`config.mk`:
```
export PLATFORM = sky130hd
export DESIGN_NAME = rwstack_p
export DESIGN_NICKNAME = d
export VERILOG_FILES = /design/src/rtl/rwstack_p.sv
export SDC_FILE = /design/constraint.sdc
export NUM_CORES = 2
export LEC_CHECK = 0
export CAP_MARGIN = 20
export CORE_ASPECT_RATIO = 1.5
export CORE_UTILIZATION = 70
export CTS_BUF_LIST = sky130_fd_sc_hd__clkbuf_8
export CTS_CLUSTER_SIZE = 30
export DETAILED_ROUTE_END_ITERATION = 16
export GPL_ROUTABILITY_DRIVEN = 1
export PLACE_DENSITY = 0.95
export SLEW_MARGIN = 20
export SYNTH_ARGS = -nofsm -noshare
export SYNTH_HDL_FRONTEND = slang
export SYNTH_SLANG_ARGS = --single-unit
```
`constraint.sdc`:
```
create_clock -name i_clk -period 6.9 [get_ports i_clk]
set_clock_uncertainty 0.15 [all_clocks]
set_input_delay 1.38 -clock i_clk [delete_from_list [all_inputs] [get_ports i_clk]]
set_output_delay 1.38 -clock i_clk [all_outputs]
set_load 0.03 [all_outputs]
```
`src/rtl/rwstack_p.sv`:
```
// rwstack_p: LIFO stack with a registered top entry and deeper entries in a simple dual-port RAM.
// Optional sticky overflow/underflow reporting is enabled by defining RWSTACK_P_ERR_EN.
module rwstack_p #(
   parameter int WIDTH       = 8,
   parameter int DEPTHBITS   = 8,
   parameter int AFULL_LEVEL = 2**DEPTHBITS - 4
) (
   input  logic                 i_clk,
   input  logic                 i_reset,
   input  logic                 i_sreset,
   input  logic                 i_enable,
   input  logic [WIDTH-1:0]     i_din,
   input  logic                 i_push,
   input  logic                 i_pop,
   output logic [WIDTH-1:0]     o_top,
   output logic                 o_empty,
   output logic                 o_full,
   output logic                 o_afull,
   output logic [DEPTHBITS:0]   o_count,
   output logic [1:0]           o_err
);

   localparam int CAP = 2**DEPTHBITS;

   typedef logic [DEPTHBITS:0]   cnt_t;
   typedef logic [DEPTHBITS-1:0] addr_t;

   localparam cnt_t CAP_W = cnt_t'(CAP);

   logic [WIDTH-1:0] r_top;
   logic [WIDTH-1:0] r_below;
   logic [WIDTH-1:0] w_top_nx;
   cnt_t             r_count;
   cnt_t             w_count_nx;
   logic             w_empty;
   logic             w_full;
   logic             w_push;
   logic             w_pop;
   logic             w_repl;
   logic             w_we;
   addr_t            w_waddr;
   addr_t            w_raddr;

   // Entry k (0 = bottom) lives at RAM address k; the top entry is held in r_top instead.
   logic [WIDTH-1:0] r_mem [0:CAP-2];

   assign w_empty = (r_count == '0);
   assign w_full  = (r_count == CAP_W);

   // Push+pop on an empty stack degenerates to a plain push.
   assign w_push = i_enable & i_push & (~i_pop | w_empty) & ~w_full;
   assign w_pop  = i_enable & i_pop & ~i_push & ~w_empty;
   assign w_repl = i_enable & i_push & i_pop & ~w_empty;

   always_comb begin
      w_count_nx = r_count;
      w_top_nx   = r_top;
      if (i_sreset) begin
         w_count_nx = '0;
         w_top_nx   = '0;
      end else if (w_push) begin
         w_count_nx = r_count + cnt_t'(1);
         w_top_nx   = i_din;
      end else if (w_pop) begin
         w_count_nx = r_count - cnt_t'(1);
         w_top_nx   = (r_count == cnt_t'(1)) ? '0 : r_below;
      end else if (w_repl) begin
         w_top_nx   = i_din;
      end
   end

   // Old top spills to the slot just under the new top; nothing to spill when empty.
   assign w_we    = w_push & ~w_empty & ~i_sreset;
   assign w_waddr = r_count[DEPTHBITS-1:0] - addr_t'(1);
   // r_below always tracks the entry just under the next top, so a pop has no read latency.
   assign w_raddr = w_count_nx[DEPTHBITS-1:0] - addr_t'(2);

   always_ff @(posedge i_clk) begin
      if (w_we) r_mem[w_waddr] <= r_top;
   end

   always_ff @(posedge i_clk) begin
      if (w_we && (w_waddr == w_raddr)) r_below <= r_top;
      else                              r_below <= r_mem[w_raddr];
   end

   always_ff @(posedge i_clk or posedge i_reset) begin
      if (i_reset) begin
         r_count <= '0;
         r_top   <= '0;
      end else begin
         r_count <= w_count_nx;
         r_top   <= w_top_nx;
      end
   end

   assign o_top   = r_top;
   assign o_count = r_count;
   assign o_empty = w_empty;
   assign o_full  = w_full;

   generate
      if (AFULL_LEVEL <= 0) begin : g_afull_const
         assign o_afull = 1'b1;
      end else begin : g_afull_cmp
         assign o_afull = (r_count >= cnt_t'(AFULL_LEVEL));
      end
   endgenerate

`ifdef RWSTACK_P_ERR_EN
   logic [1:0] r_err;
   logic       w_drop;
   logic       w_under;

   assign w_drop  = i_enable & i_push & ~i_pop & w_full;
   assign w_under = i_enable & i_pop & ~i_push & w_empty;

   always_ff @(posedge i_clk or posedge i_reset) begin
      if (i_reset)       r_err <= 2'b00;
      else if (i_sreset) r_err <= 2'b00;
      else               r_err <= r_err | {w_under, w_drop};
   end

   assign o_err = r_err;
`else
   assign o_err = 2'b00;
`endif

endmodule

```
==> results of run 1 <==
per-layer routing:
metal	global-route usage, %	GRT overflow
met5	35.22	0
met1	61.75	1
met2	80.12	24
met3	51.92	0
met4	60.56	25
through the flow:
stage | utilization (%) | hold slack [ns]
after floorplan | - | 0.5857
after global placement | 72.44 | 0.5067
after detailed placement | 72.44 | 0.5094
after CTS | 76.90 | 0.5511
cells by family after synthesis:
kind of cell               count (synthesis)
DFF                                     2065
muxes                                    649
and+or+nand+nor                          622
AOI/OAI and AO/OA                        338
buffers and inverters                    239
xor gates and xnor gates                  15
adders and majority gates                  6
other                                      1
==> results.sh, run 1 <==
export IMPL_outcome="stopped before the end"
export IMPL_lastStage="5_1_grt"
export IMPL_error="[ERROR GRT-0232] Routing congestion too high. Check the congestion heatmap in the GUI."
export IMPL_ys_ff_latch=2065
export IMPL_synth_area_leaders="edfxtp_1 (76%), mux4_2 (13%), mux2i_1 (2.0%)"
export IMPL_start_util_pct=70.53
export IMPL_grt_ovfl_total=50
export IMPL_clock_path_buffers=4
export IMPL_synth_cells=3935
export IMPL_ys_seq_area_share_pct=76.71
export IMPL_synth_area_leader_cell="edfxtp_1"
export IMPL_gp_congestion=1.012
export IMPL_synth_xor_area_share_pct=0.1630
export IMPL_cts_hold_buf=0
export IMPL_synth_avg_cell_area_um2=20.49
export IMPL_synth_compound_area_share_pct=2.874
export IMPL_cts_root_buffer="clkbuf_8"
export IMPL_io_pins=36
export IMPL_synthArstFlopShare_pct=0.8232
export IMPL_synth_warnings=0
export IMPL_ys_types=74
export IMPL_synth_main_ff_cell="edfxtp_1"
export IMPL_synthAdderAreaFrac_pct=0.09312
export IMPL_antenna_found_initial=87
export IMPL_yosys_area_share_simple_pct=3.542
export IMPL_pre_cts_ws_ns=1.331
export IMPL_syn_cell_area_mm2=0.08062
export IMPL_die_x_um=279.1
export IMPL_place_area_mm2=0.08280
export IMPL_dp_hpwl_mm=153.8
export IMPL_clkSinkCount=2065
export IMPL_ys_top_cells_by_count="edfxtp_1 (2,040), mux4_2 (465), nor2_1 (318), mux2i_1 (159), nand2_1 (94)"
export IMPL_yosys_area_top_type_share_pct=75.98
export IMPL_grt_max_degree=169
export IMPL_cts_buffers=286
export IMPL_synth_edf_count=2040
export IMPL_muxShareOfSynthArea_pct=15.31
export IMPL_die_h_um=417.6
export IMPL_cts_resized=0
export IMPL_io_buffers=33
export IMPL_fp_row_count=152
export IMPL_grt_total_usage_pct=64.11
export IMPL_synth_most_common_cell="edfxtp_1"
export IMPL_post_cts_repair_setup_buffers=0
export IMPL_dp_cells=5374
export IMPL_cts_max_level=5
export IMPL_synth_top_family_by_area="multiplexers"
==> run 2: changes to the inputs <==
Settings changed: CORE_ASPECT_RATIO 1.5 to not set, CORE_UTILIZATION 70 to 40, CTS_BUF_LIST sky130_fd_sc_hd__clkbuf_8 to not set, CTS_CLUSTER_SIZE 30 to not set, PLACE_DENSITY 0.95 to not set, PLACE_DENSITY_LB_ADDON set to 0.15.
==> results.sh, run 2 <==
export IMPL_outcome="finished, final reports clean"
export IMPL_first_pass_iters=5
export IMPL_drc=0
export IMPL_core_area_mm2=0.2001
export IMPL_yosys_area_top_type_share_pct=75.98
export IMPL_crit_path_max_fanout=16
export IMPL_cp_cell_sequence="inv_1, ha_1, inv_1, o41ai_2, nand4_1, nor3_2, buf_4, nand3_2, buf_4, nor2_1"
export IMPL_avgRoutedWirePerCell_um=34.50
export IMPL_dp_hpwl_mm=144.7
export IMPL_p_sw_uw=10040
export IMPL_pwr_share_comb_pct=21.6
export IMPL_min_delay_start="o_count[8]"
export IMPL_synth_cells=3935
export IMPL_synth_area_leader_cell="edfxtp_1"
export IMPL_io_buffers=33
export IMPL_p_int_uw=22970
export IMPL_clock_path_buffers=3
export IMPL_layout_nets=4072
export IMPL_ys_seq_area_share_pct=76.71
export IMPL_io_pins=36
export IMPL_max_freq_ghz=0.1933
export IMPL_p_clk_share_pct=33.0
export IMPL_clk_pin_slew_ns=0.06
export IMPL_area_delta_synth_final_pct=12.72
export IMPL_synthAdderAreaFrac_pct=0.09312
export IMPL_crit_required_ns=7.21
export IMPL_grt_pass1_vias=40620
export IMPL_p_leak_uw=0.02833
export IMPL_via_per_inst=5.944
export IMPL_cts_resized=0
export IMPL_r2r_start="o_count[0]"
export IMPL_finalSetupViolations=0
export IMPL_synth_main_ff_cell="edfxtp_1"
export IMPL_switching_share_pct=30.41
export IMPL_gp_congestion=0.8814
export IMPL_regMostFlops="r_mem"
export IMPL_clkSinkCount=2065
export IMPL_cts_root_buffer="clkbuf_16"
export IMPL_drt_iter0_markers=5180
export IMPL_grt_total_usage_pct=23.32
export IMPL_worstSetupEndpointType="flop"
export IMPL_pre_cts_ws_ns=1.464
export IMPL_post_route_period_util_pct=74.99
export IMPL_drtAntennaViolNets=0
export IMPL_vias=40910
export IMPL_muxShareOfSynthArea_pct=15.31
export IMPL_final_hold_viol_count=0
export IMPL_synth_edf_count=2040
export IMPL_slowest_stage="nand3_2"
export IMPL_syn_cell_area_mm2=0.08062
export IMPL_synth_top_family_by_area="multiplexers"
export IMPL_grt_pass1_wl_mm=329.5
export IMPL_synth_xor_area_share_pct=0.1630
export IMPL_nFillCells=16920
export IMPL_crit_type="flop to flop"
export IMPL_die_x_um=450.9
export IMPL_slew_violations=0
export IMPL_crit_start="o_count[0]"
export IMPL_period_needed_ns=5.174
export IMPL_cts_tree="yes"
export IMPL_cts_buffers=208
export IMPL_largest_reg_flops=2040
export IMPL_setup_tns_ns=0
export IMPL_dieArea_mm2=0.2034
export IMPL_critPathMaxStageDelay_ns=0.88
export IMPL_maxCapViolCount=0
export IMPL_ys_types=74
export IMPL_grt_ovfl_total=0
export IMPL_ir_worst_vdd_mv=0.2885
export IMPL_drive_gt1_share_pct=22.34
export IMPL_timing_final_ws_setup_ns=1.726
export IMPL_seqPwrFrac_pct=45.4
export IMPL_power_density_mw_per_mm2=363.3
export IMPL_grt_max_degree=155
export IMPL_post_cts_repair_setup_buffers=0
export IMPL_max_slew_margin_pct=15.47
export IMPL_clk_latency_ns=0.84
export IMPL_layout_area_seq_mm2=0.06189
export IMPL_worstMarginPinSlew_ns=1.260
export IMPL_synth_area_leaders="edfxtp_1 (76%), mux4_2 (13%), mux2i_1 (2.0%)"
export IMPL_ys_ff_latch=2065
export IMPL_totalWireLength_mm=237.4
export IMPL_cp_arrival_ns=5.48
export IMPL_final_common_cell="edfxtp_1"
export IMPL_synth_avg_cell_area_um2=20.49
export IMPL_fp_row_count=164
export IMPL_die_h_um=450.9
export IMPL_synth_warnings=0
export IMPL_antenna_found_initial=13
export IMPL_synth_compound_area_share_pct=2.874
export IMPL_multiInputGateArea_mm2=0.01783
export IMPL_start_util_pct=40.30
export IMPL_final_cell_mix="edfxtp_1 (2,040), mux4_2 (465), nor2_1 (316)"
export IMPL_ys_top_cells_by_count="edfxtp_1 (2,040), mux4_2 (465), nor2_1 (318), mux2i_1 (159), nand2_1 (94)"
export IMPL_min_path_type="flop to flop"
export IMPL_synthArstFlopShare_pct=0.8232
export IMPL_rsz0062_at_grt="no"
export IMPL_cp_start_kind="flop"
export IMPL_cts_max_level=4
export IMPL_cts_hold_buf=0
export IMPL_yosys_area_share_simple_pct=3.542
export IMPL_synth_most_common_cell="edfxtp_1"
==> run 2: cell counts after synthesis <==
No cell type changed its count.
==> run 2: power groups by stage <==
stage / clock network [µW] / registers [µW] / logic, µW
after global routing: 11500 / 15000 / 7420
after detailed placement: 0 / 15300 / 7140
final: 10900 / 15000 / 7130
after CTS: 11100 / 15000 / 7150
after global placement: 0 / 15300 / 7130
after floorplan: 0 / 15500 / 3740
==> run 2: layout make-up <==
class / count / share of cell area [%]
inverter: 9 / 0.03718
sequential: 2065 / 68.11
clock buffer: 263 / 6.093
antenna: 1 / 0.002754
timing repair buffer: 136 / 1.448
multi-input combinational: 1632 / 19.62
tap: 2656 / 3.657
clock inverter: 120 / 1.034
==> run 2: worst paths after layout <==
check	to	cells past startpoint	slack, ns
hold reg to reg	o_count[8]	2	0.55
setup reg to reg	r_mem[101][2]	10	1.73
setup / recovery	r_mem[101][2]	10	1.73
min in group asynchronous	o_count[2]	2	0.95
hold / removal	o_count[8]	2	0.55
max in group asynchronous	o_top[7]	2	4.86
==> run 2: logic make-up (layout without fill, tap and decap cells) <==
| group | after synthesis | in the layout |
|---|---|---|
| AO/OA/AOI/OAI | 338 | 338 |
| adder cells (fa/ha/maj) | 6 | 6 |
| multiplexers | 649 | 649 |
| AND/OR/NAND/NOR | 622 | 622 |
| buffers and inverters | 239 | 528 |
| flip-flops | 2065 | 2065 |
| other | 1 | 3 |
| XOR/XNOR | 15 | 15 |
==> run 2: routing by layer <==
metal,global-route usage (%),share of wire (%),up-vias
met5,0,0,-
met3,4.176,7.5,322
met2,35.29,46,1755
li1,-,-,16580
met4,7.292,3.1,0
met1,34.34,44,22260
==> run 2: metrics by stage <==
stage | total power (µW) | instances | utilization (%) | hold WS, ns | area, µm²
2_1_floorplan | 19270 | 3936 | - | 0.5857 | 80620
4_1_cts | 33210 | 6881 | 45.42 | 0.5522 | 90870
6_report | 33010 | 6882 | 45.42 | 0.5547 | 90870
3_3_place_gp | 22390 | 6498 | 42.18 | 0.5366 | 84390
5_1_grt | 33930 | 6881 | 45.42 | 0.6077 | 90870
3_5_place_dp | 22400 | 6498 | 42.18 | 0.5354 | 84390
==> run 2: critical path, delay by kind of cell (launching register included) <==
| family | cells | cell delay, ns |
|---|---|---|
| AND/OR/NAND/NOR | 4 | 2.24 |
| AO/OA/AOI/OAI | 1 | 0.34 |
| buffers and inverters | 4 | 1.14 |
| adder cells (fa/ha/maj) | 1 | 0.38 |
| flip-flops | 1 | 0.50 |
Power figures use the tool's default switching activity.
